### src/rtl/ult_min_tracker.sv
// Streaming per-frame minimum tracker: reports min sample, first index of min and an overflow flag.
// Define ULT_MIN_TRACKER_MAX_EN to also build a parallel maximum tracker (O_MAX / O_MAX_IDX).
module ult_min_tracker #(
   parameter int WIDTH = 2,
   parameter int IDXW  = 4
) (
   input  logic             CLK,
   input  logic             RESETN,
   input  logic             I_VALID,
   output logic             I_READY,
   input  logic [WIDTH-1:0] I,
   input  logic             I_LAST,
   output logic             O_VALID,
   input  logic             O_READY,
   output logic [WIDTH-1:0] O,
   output logic [IDXW-1:0]  O_IDX,
   output logic             O_OVF,
   output logic [WIDTH-1:0] O_MAX,
   output logic [IDXW-1:0]  O_MAX_IDX
);

   typedef enum logic [1:0] {IDLE, ACCUM, HOLD} state_t;

   localparam logic [IDXW-1:0] CNT_MAX = '1;

   state_t           state;
   state_t           state_nxt;
   logic             take;
   logic [WIDTH-1:0] acc_min;
   logic [IDXW-1:0]  acc_min_idx;
   logic [IDXW-1:0]  count;
   logic             acc_ovf;
   logic [WIDTH-1:0] min_nxt;
   logic [IDXW-1:0]  min_idx_nxt;
   logic [IDXW-1:0]  count_nxt;
   logic             ovf_nxt;

   function automatic logic ult(input logic [WIDTH-1:0] a, input logic [WIDTH-1:0] b);
      return a < b;
   endfunction

   assign take = I_VALID & I_READY;

   always_ff @(posedge CLK or negedge RESETN) begin
      if (!RESETN) begin
         state <= IDLE;
      end else begin
         state <= state_nxt;
      end
   end

   always_comb begin
      state_nxt = state;
      case (state)
         IDLE:    if (take) state_nxt = I_LAST ? HOLD : ACCUM;
         ACCUM:   if (take && I_LAST) state_nxt = HOLD;
         HOLD:    if (O_READY) state_nxt = IDLE;
         default: state_nxt = IDLE;
      endcase
   end

   always_comb begin
      I_READY = (state != HOLD);
      O_VALID = (state == HOLD);
   end

   // Once the count saturates, later minima report the saturated index.
   always_comb begin
      min_nxt     = acc_min;
      min_idx_nxt = acc_min_idx;
      count_nxt   = count;
      ovf_nxt     = acc_ovf;
      if (state == IDLE) begin
         min_nxt     = I;
         min_idx_nxt = '0;
         count_nxt   = IDXW'(1);
         ovf_nxt     = 1'b0;
      end else begin
         if (ult(I, acc_min)) begin
            min_nxt     = I;
            min_idx_nxt = count;
         end
         if (count == CNT_MAX) begin
            ovf_nxt = 1'b1;
         end else begin
            count_nxt = count + 1'b1;
         end
      end
   end

   // Result registers load only on the last transfer so they hold the previous frame otherwise.
   always_ff @(posedge CLK or negedge RESETN) begin
      if (!RESETN) begin
         acc_min     <= '0;
         acc_min_idx <= '0;
         count       <= '0;
         acc_ovf     <= 1'b0;
         O           <= '0;
         O_IDX       <= '0;
         O_OVF       <= 1'b0;
      end else if (take) begin
         acc_min     <= min_nxt;
         acc_min_idx <= min_idx_nxt;
         count       <= count_nxt;
         acc_ovf     <= ovf_nxt;
         if (I_LAST) begin
            O     <= min_nxt;
            O_IDX <= min_idx_nxt;
            O_OVF <= ovf_nxt;
         end
      end
   end

`ifdef ULT_MIN_TRACKER_MAX_EN
   logic [WIDTH-1:0] acc_max;
   logic [IDXW-1:0]  acc_max_idx;
   logic [WIDTH-1:0] max_nxt;
   logic [IDXW-1:0]  max_idx_nxt;

   always_comb begin
      max_nxt     = acc_max;
      max_idx_nxt = acc_max_idx;
      if (state == IDLE) begin
         max_nxt     = I;
         max_idx_nxt = '0;
      end else if (ult(acc_max, I)) begin
         max_nxt     = I;
         max_idx_nxt = count;
      end
   end

   always_ff @(posedge CLK or negedge RESETN) begin
      if (!RESETN) begin
         acc_max     <= '0;
         acc_max_idx <= '0;
         O_MAX       <= '0;
         O_MAX_IDX   <= '0;
      end else if (take) begin
         acc_max     <= max_nxt;
         acc_max_idx <= max_idx_nxt;
         if (I_LAST) begin
            O_MAX     <= max_nxt;
            O_MAX_IDX <= max_idx_nxt;
         end
      end
   end
`else
   assign O_MAX     = '0;
   assign O_MAX_IDX = '0;
`endif

endmodule

### config.mk
export PLATFORM = sky130hd
export DESIGN_NAME = ult_min_tracker
export DESIGN_NICKNAME = d
export VERILOG_FILES = /design/src/rtl/ult_min_tracker.sv
export SDC_FILE = /design/constraint.sdc
export NUM_CORES = 1
export LEC_CHECK = 0
export CORE_MARGIN = 10
export CORE_UTILIZATION = 54
export CTS_BUF_LIST = sky130_fd_sc_hd__clkbuf_16
export DETAILED_ROUTE_END_ITERATION = 10
export PLACE_DENSITY = 0.83
export RECOVER_POWER = 50
export SYNTH_ARGS = -nofsm -noshare
export SYNTH_HDL_FRONTEND = slang
export SYNTH_SLANG_ARGS = --single-unit
### constraint.sdc
create_clock -name CLK -period 2.5 [get_ports CLK]
set_input_delay 0.5 -clock CLK [delete_from_list [all_inputs] [get_ports CLK]]
set_output_delay 0.5 -clock CLK [all_outputs]
set_load 0.1 [all_outputs]
== Yosys cells after proc, flatten, opt, wreduce, memory -nomap -nowiden ==
Cells that the tools add are included.

* Add/sub/neg operators: 1
* $lt $le $gt $ge: 1
* Equality and inequality tests: 8
* Muxes and demuxes: 13
* Bitwise logic cells: 1
* Reduce and logical (&&, ||, !) cells: 5

{| class="wikitable"
|+ Operator list
! cell !! number
|-
| 4-bit two-way mux || 4
|-
| 2-bit two-way mux || 6
|-
| 2-bit != test (second input constant) || 4
|-
| 2-bit one-hot mux with 3 select lines || 1
|-
| 4-bit by 1-bit adder with 4-bit output (second input constant) || 1
|-
| 4-bit == test (second input constant) || 1
|-
| 2-bit AND reduction || 2
|-
| 3-bit AND reduction || 1
|-
| 2-bit by 1-bit == test with 1-bit output (second input constant) || 1
|-
| 2-bit == test (second input constant) || 1
|-
| 2-bit logical NOT || 1
|-
| 2-bit less-than comparator || 1
|-
| 1-bit two-way mux || 2
|-
| 2-bit by 1-bit != test with 1-bit output (second input constant) || 1
|-
| 1-bit bitwise AND || 1
|-
| 1-bit logical AND || 1
|}

* Flip-flop bits (word level): 20
* Input port bits: 7
* Output and inout bits: 15

== Longest topological paths before layout ==
* Depth in word-level cells: 5
* Mapped depth: 6
* Gate-level depth less buffers: 6

== Worst setup path before layout ==
No wires, ideal clock.

* Path kind: register to output
* Start: register state[0]
* End: output O_VALID
* Arrival time: 1416 ps
* Data required time: 2000 ps
* Setup slack: 584 ps
* Stages on the path, launching flop included: 4
* Cells stage by stage: dfrtp_1 > nand2b_1 > buf_4 > inv_1

* Cells in the longest elaborated chain, start to end: 1

{| class="wikitable"
|+ RTL lines
! what !! line !! RTL
|-
| start, declared || 26 || <nowiki>state_t state;</nowiki>
|-
| start signal, assigned || 48 || <nowiki>state <= state_nxt;</nowiki>
|-
| 2-bit == test || 64 || <nowiki>O_VALID = (state == HOLD);</nowiki>
|-
| end, declared || 13 || <nowiki>output logic O_VALID,</nowiki>
|}

No other way between the ends.

== Final worst setup path ==
* Start: input I_VALID
* End: register acc_min_idx[1]

* Cells in the longest elaborated chain, start to end: 1

{| class="wikitable"
|+ RTL lines
! what !! line !! RTL
|-
| start, declared || 9 || <nowiki>input logic I_VALID,</nowiki>
|-
| 1-bit bitwise AND || 42 || <nowiki>assign take = I_VALID & I_READY;</nowiki>
|-
| end signal, assigned || 103 || <nowiki>acc_min_idx <= min_idx_nxt;</nowiki>
|-
| end, declared || 30 || <nowiki>logic [IDXW-1:0] acc_min_idx;</nowiki>
|}

No other way between the ends.
A chain may end at the register's enable or synchronous reset.

==> results.yml <==
run:
  max_cap_check_violation_count: 0
setup_path:
  timing.critical_path.buf_inv: 2
  critical_path.startpoint_type: "input port"
  worst-setup-path-type: "input port to register"
  cp_cell_instances: "dlygate4sd3_1, clkbuf_1, nand2_1, nand2_1, o211ai_1"
  cp.arrival_ps: 2210
  critPathTopFamily: "buffers and inverters"
  crit_path_top_delay_cell: "sky130_fd_sc_hd__clkbuf_1"
  category_of_the_worst_setup_path_capture_point: "register"
  critical_path_required_ps: 2610
  cp_common_cell: "sky130_fd_sc_hd__nand2_1"
  critPathMaxStageDelay_ps: 650
  maximum_fanout_count_along_the_critical_path: 20
routing:
  firstDrtPassIters: 4
  route.detailed.vias_per_inst: 5.56
  avgRoutedWirePerCell_um: 14.6
  number_of_nets_with_antenna_violations_after_routing: 0
  dr_total_vias: 917
  wl_mm: 2.41
  post-route-drc-count: 0
  drt_iter0_markers: 35
power:
  p_leak_nw: 0.593
  vdd_drop_max_v: 0.000485
  powerDensity_nw_per_um2: 911
floorplan:
  chipHeight_um: 65.9
  core_box_area_um2: 1980
  top_level_ports: 22
  chipWidth_um: 65.9
  floorplan.rows: 16
  initial_utilization_pct: 57.4
  fp.dieArea_um2: 4350
cts:
  cts_repair_resize_count: 0
  clk_path_buf_depth: 2
  worstSkewPairLatency_ps: 250
  cts-hold-fix-buffers: 0
  cts.repair_timing.setup_buffer_count: 0
  clockRootBuffer: "sky130_fd_sc_hd__clkbuf_16"
  cts.sinks: 20
  htreeDepth: 1
  clock_pin_slew_worst_setup_and_hold_paths_ps: 50
  tritoncts.num_buffers: 3
  clock_tree_from_tritoncts: "yes"
logic_synthesis:
  netlist_top_cells_area: "sky130_fd_sc_hd__dfrtp_1, sky130_fd_sc_hd__nand2_1, sky130_fd_sc_hd__buf_4, sky130_fd_sc_hd__a21oi_1, sky130_fd_sc_hd__mux2i_1"
  post-synth-top-count-cell: "sky130_fd_sc_hd__dfrtp_1"
  synth-seq-cells: 20
  number_of_enable_type_register_cells_in_the_synthesized_netlist: 0
  post_synth_xor_area_fraction_pct: 0
  post_synth_instance_area_um2: 1140
  synth.yosys.seq_area_share_pct: 44.0
  synth_largest_area_cell: "sky130_fd_sc_hd__dfrtp_1"
  synth-main-ff-cell: "sky130_fd_sc_hd__dfrtp_1"
  synth.yosys.warnings: 0
  synth_top_family_by_area: "simple AND/OR/NAND/NOR gates"
  synth_compound_gate_area_share_pct: 17.5
  synthDominantCellAreaShare_pct: 44.0
  synth_mux_area_share_pct: 5.38
  synth_cell_type_count: 30
  ys_top_cells_by_count: "sky130_fd_sc_hd__dfrtp_1, sky130_fd_sc_hd__nand2_1, sky130_fd_sc_hd__a21oi_1"
  post_synth_and_or_nand_nor_area_fraction_pct: 19.9
  synthArstFlopShare_pct: 100
  synth_area_per_cell_um2: 9.11
  synth_cells: 125
  synth-adder-area-share_pct: 3.30
sta:
  setup_viol: 0
  clock_skew_after_layout_ps: 3.43
  timing_worst_slew_pin_value_ps: 1170
  finalCriticalPeriod_ps: 2090
  hold_violations: 0
  worst_relative_slew_slack_pct: 22.3
  grt_setup_unrepaired: "false"
  totalNegativeSetupSlack_ps: 0
  finalMaxSlewViolations: 0
  timing.fmax_mhz: 477
  period_share_pct: 83.8
global_route:
  grt_pass1_vias: 916
  maximum_number_of_pins_on_one_net_before_global_route_repair: 24
  first_pass_grt_wire_length_mm: 4.27
  antenna_violations_before_repair: 0
  grt_remaining_overflow: 0
  track_usage_pct: 12.2
status:
  run_status: "finished, final reports clean"
place:
  port_buffers: 15
  routability_congestion: 0.819
  half_perimeter_wire_length_after_detailed_placement_mm: 1.75
  placement.cell_area_um2: 1280
layout:
  finish.net_count: 150
  finish.instance_area_um2: 1340
  post_route_cells_drive_above_1_share_pct: 12.3
  diode_count: 0
  flow.area_growth_from_synthesis_pct: 17.9
  postLayoutCoreUtil_pct: 67.7
worst_hold_path:
  hp-class: "register to register"
[cell usage in the layout (no fill, tap or decap), types with 5 or more instances in the layout]
| master | Yosys | routed |
|---|---|---|
| sky130_fd_sc_hd__a21oi_1 | 10 | 10 |
| sky130_fd_sc_hd__buf_4 | 7 | 7 |
| sky130_fd_sc_hd__conb_1 | 1 | 6 |
| sky130_fd_sc_hd__dfrtp_1 | 20 | 20 |
| sky130_fd_sc_hd__inv_1 | 5 | 5 |
| sky130_fd_sc_hd__mux2i_1 | 5 | 5 |
| sky130_fd_sc_hd__nand2_1 | 19 | 19 |
| sky130_fd_sc_hd__nand3_1 | 6 | 6 |
| sky130_fd_sc_hd__nand4_1 | 7 | 7 |
| sky130_fd_sc_hd__o21ai_0 | 7 | 7 |
[worst paths after layout]
check                      startpoint              to  slack (ps)  depth (start not counted)
setup reg to reg           acc_min[1]        O_IDX[0]         900                          5
min in group asynchronous      RESETN      acc_min[0]         950                          2
hold / removal                  O_OVF           O_OVF         480                          2
hold reg to reg                 O_OVF           O_OVF         480                          2
max in group asynchronous      RESETN           O_OVF         910                          2
setup / recovery              I_VALID  acc_min_idx[1]         410                          5
[layout make-up]
type | instances | area [um^2]
fill | 160 | 639
multi-input combinational | 91 | 547
sequential | 20 | 500
timing repair buffer | 19 | 168
clock buffer | 3 | 75.1
tap | 27 | 33.8
inverter | 5 | 18.8
[cells by family after synthesis]
| family | count (synthesis) |
|---|---|
| multiplexers | 6 |
| AND/OR/NAND/NOR | 44 |
| flip-flops | 20 |
| buffers and inverters | 19 |
| other | 1 |
| adder cells (fa/ha/maj) | 3 |
| AO/OA/AOI/OAI | 32 |
[worst min-delay path: cells and delay by family, from the launching register on]
kind,cells,cell delay [ps]
DFF,1,340
and+or+nand+nor,1,50
AOI/OAI and AO/OA,1,60
[layer usage]
layer | track usage, % | wire length, um | vias to the layer above
li1 | - | - | 453
met1 | 15.7 | 1110 | 431
met2 | 18.1 | 1090 | 30
met3 | 5.25 | 194 | 3
met4 | 3.48 | 21 | 0
met5 | 0 | 0 | -
[sequential cells by signal (all words and copies together), names as in the netlist]
register and count:
count 4, acc_min 2, state 2, acc_ovf 1, acc_min_idx 4, O_OVF 1
O_IDX 4, O 2
[through the flow]
stage / worst slack, ps / hold slack [ps] / power (mW) / instances
2_1_floorplan: 584 / 204 / 0.814 / 130
3_5_place_dp: 352 / 477 / 0.909 / 162
4_1_cts: 576 / 490 / 1.24 / 165
6_report: 406 / 485 / 1.22 / 165
3_3_place_gp: 408 / 465 / 0.894 / 162
5_1_grt: 232 / 515 / 1.29 / 165
[power by group]
| group | switching [mW] | total, mW | internal (mW) |
|---|---|---|---|
| clock network | 0.113 | 0.324 | 0.211 |
| registers | 0.0553 | 0.435 | 0.380 |
| logic | 0.339 | 0.464 | 0.125 |
(Power assumes the default switching activity.)
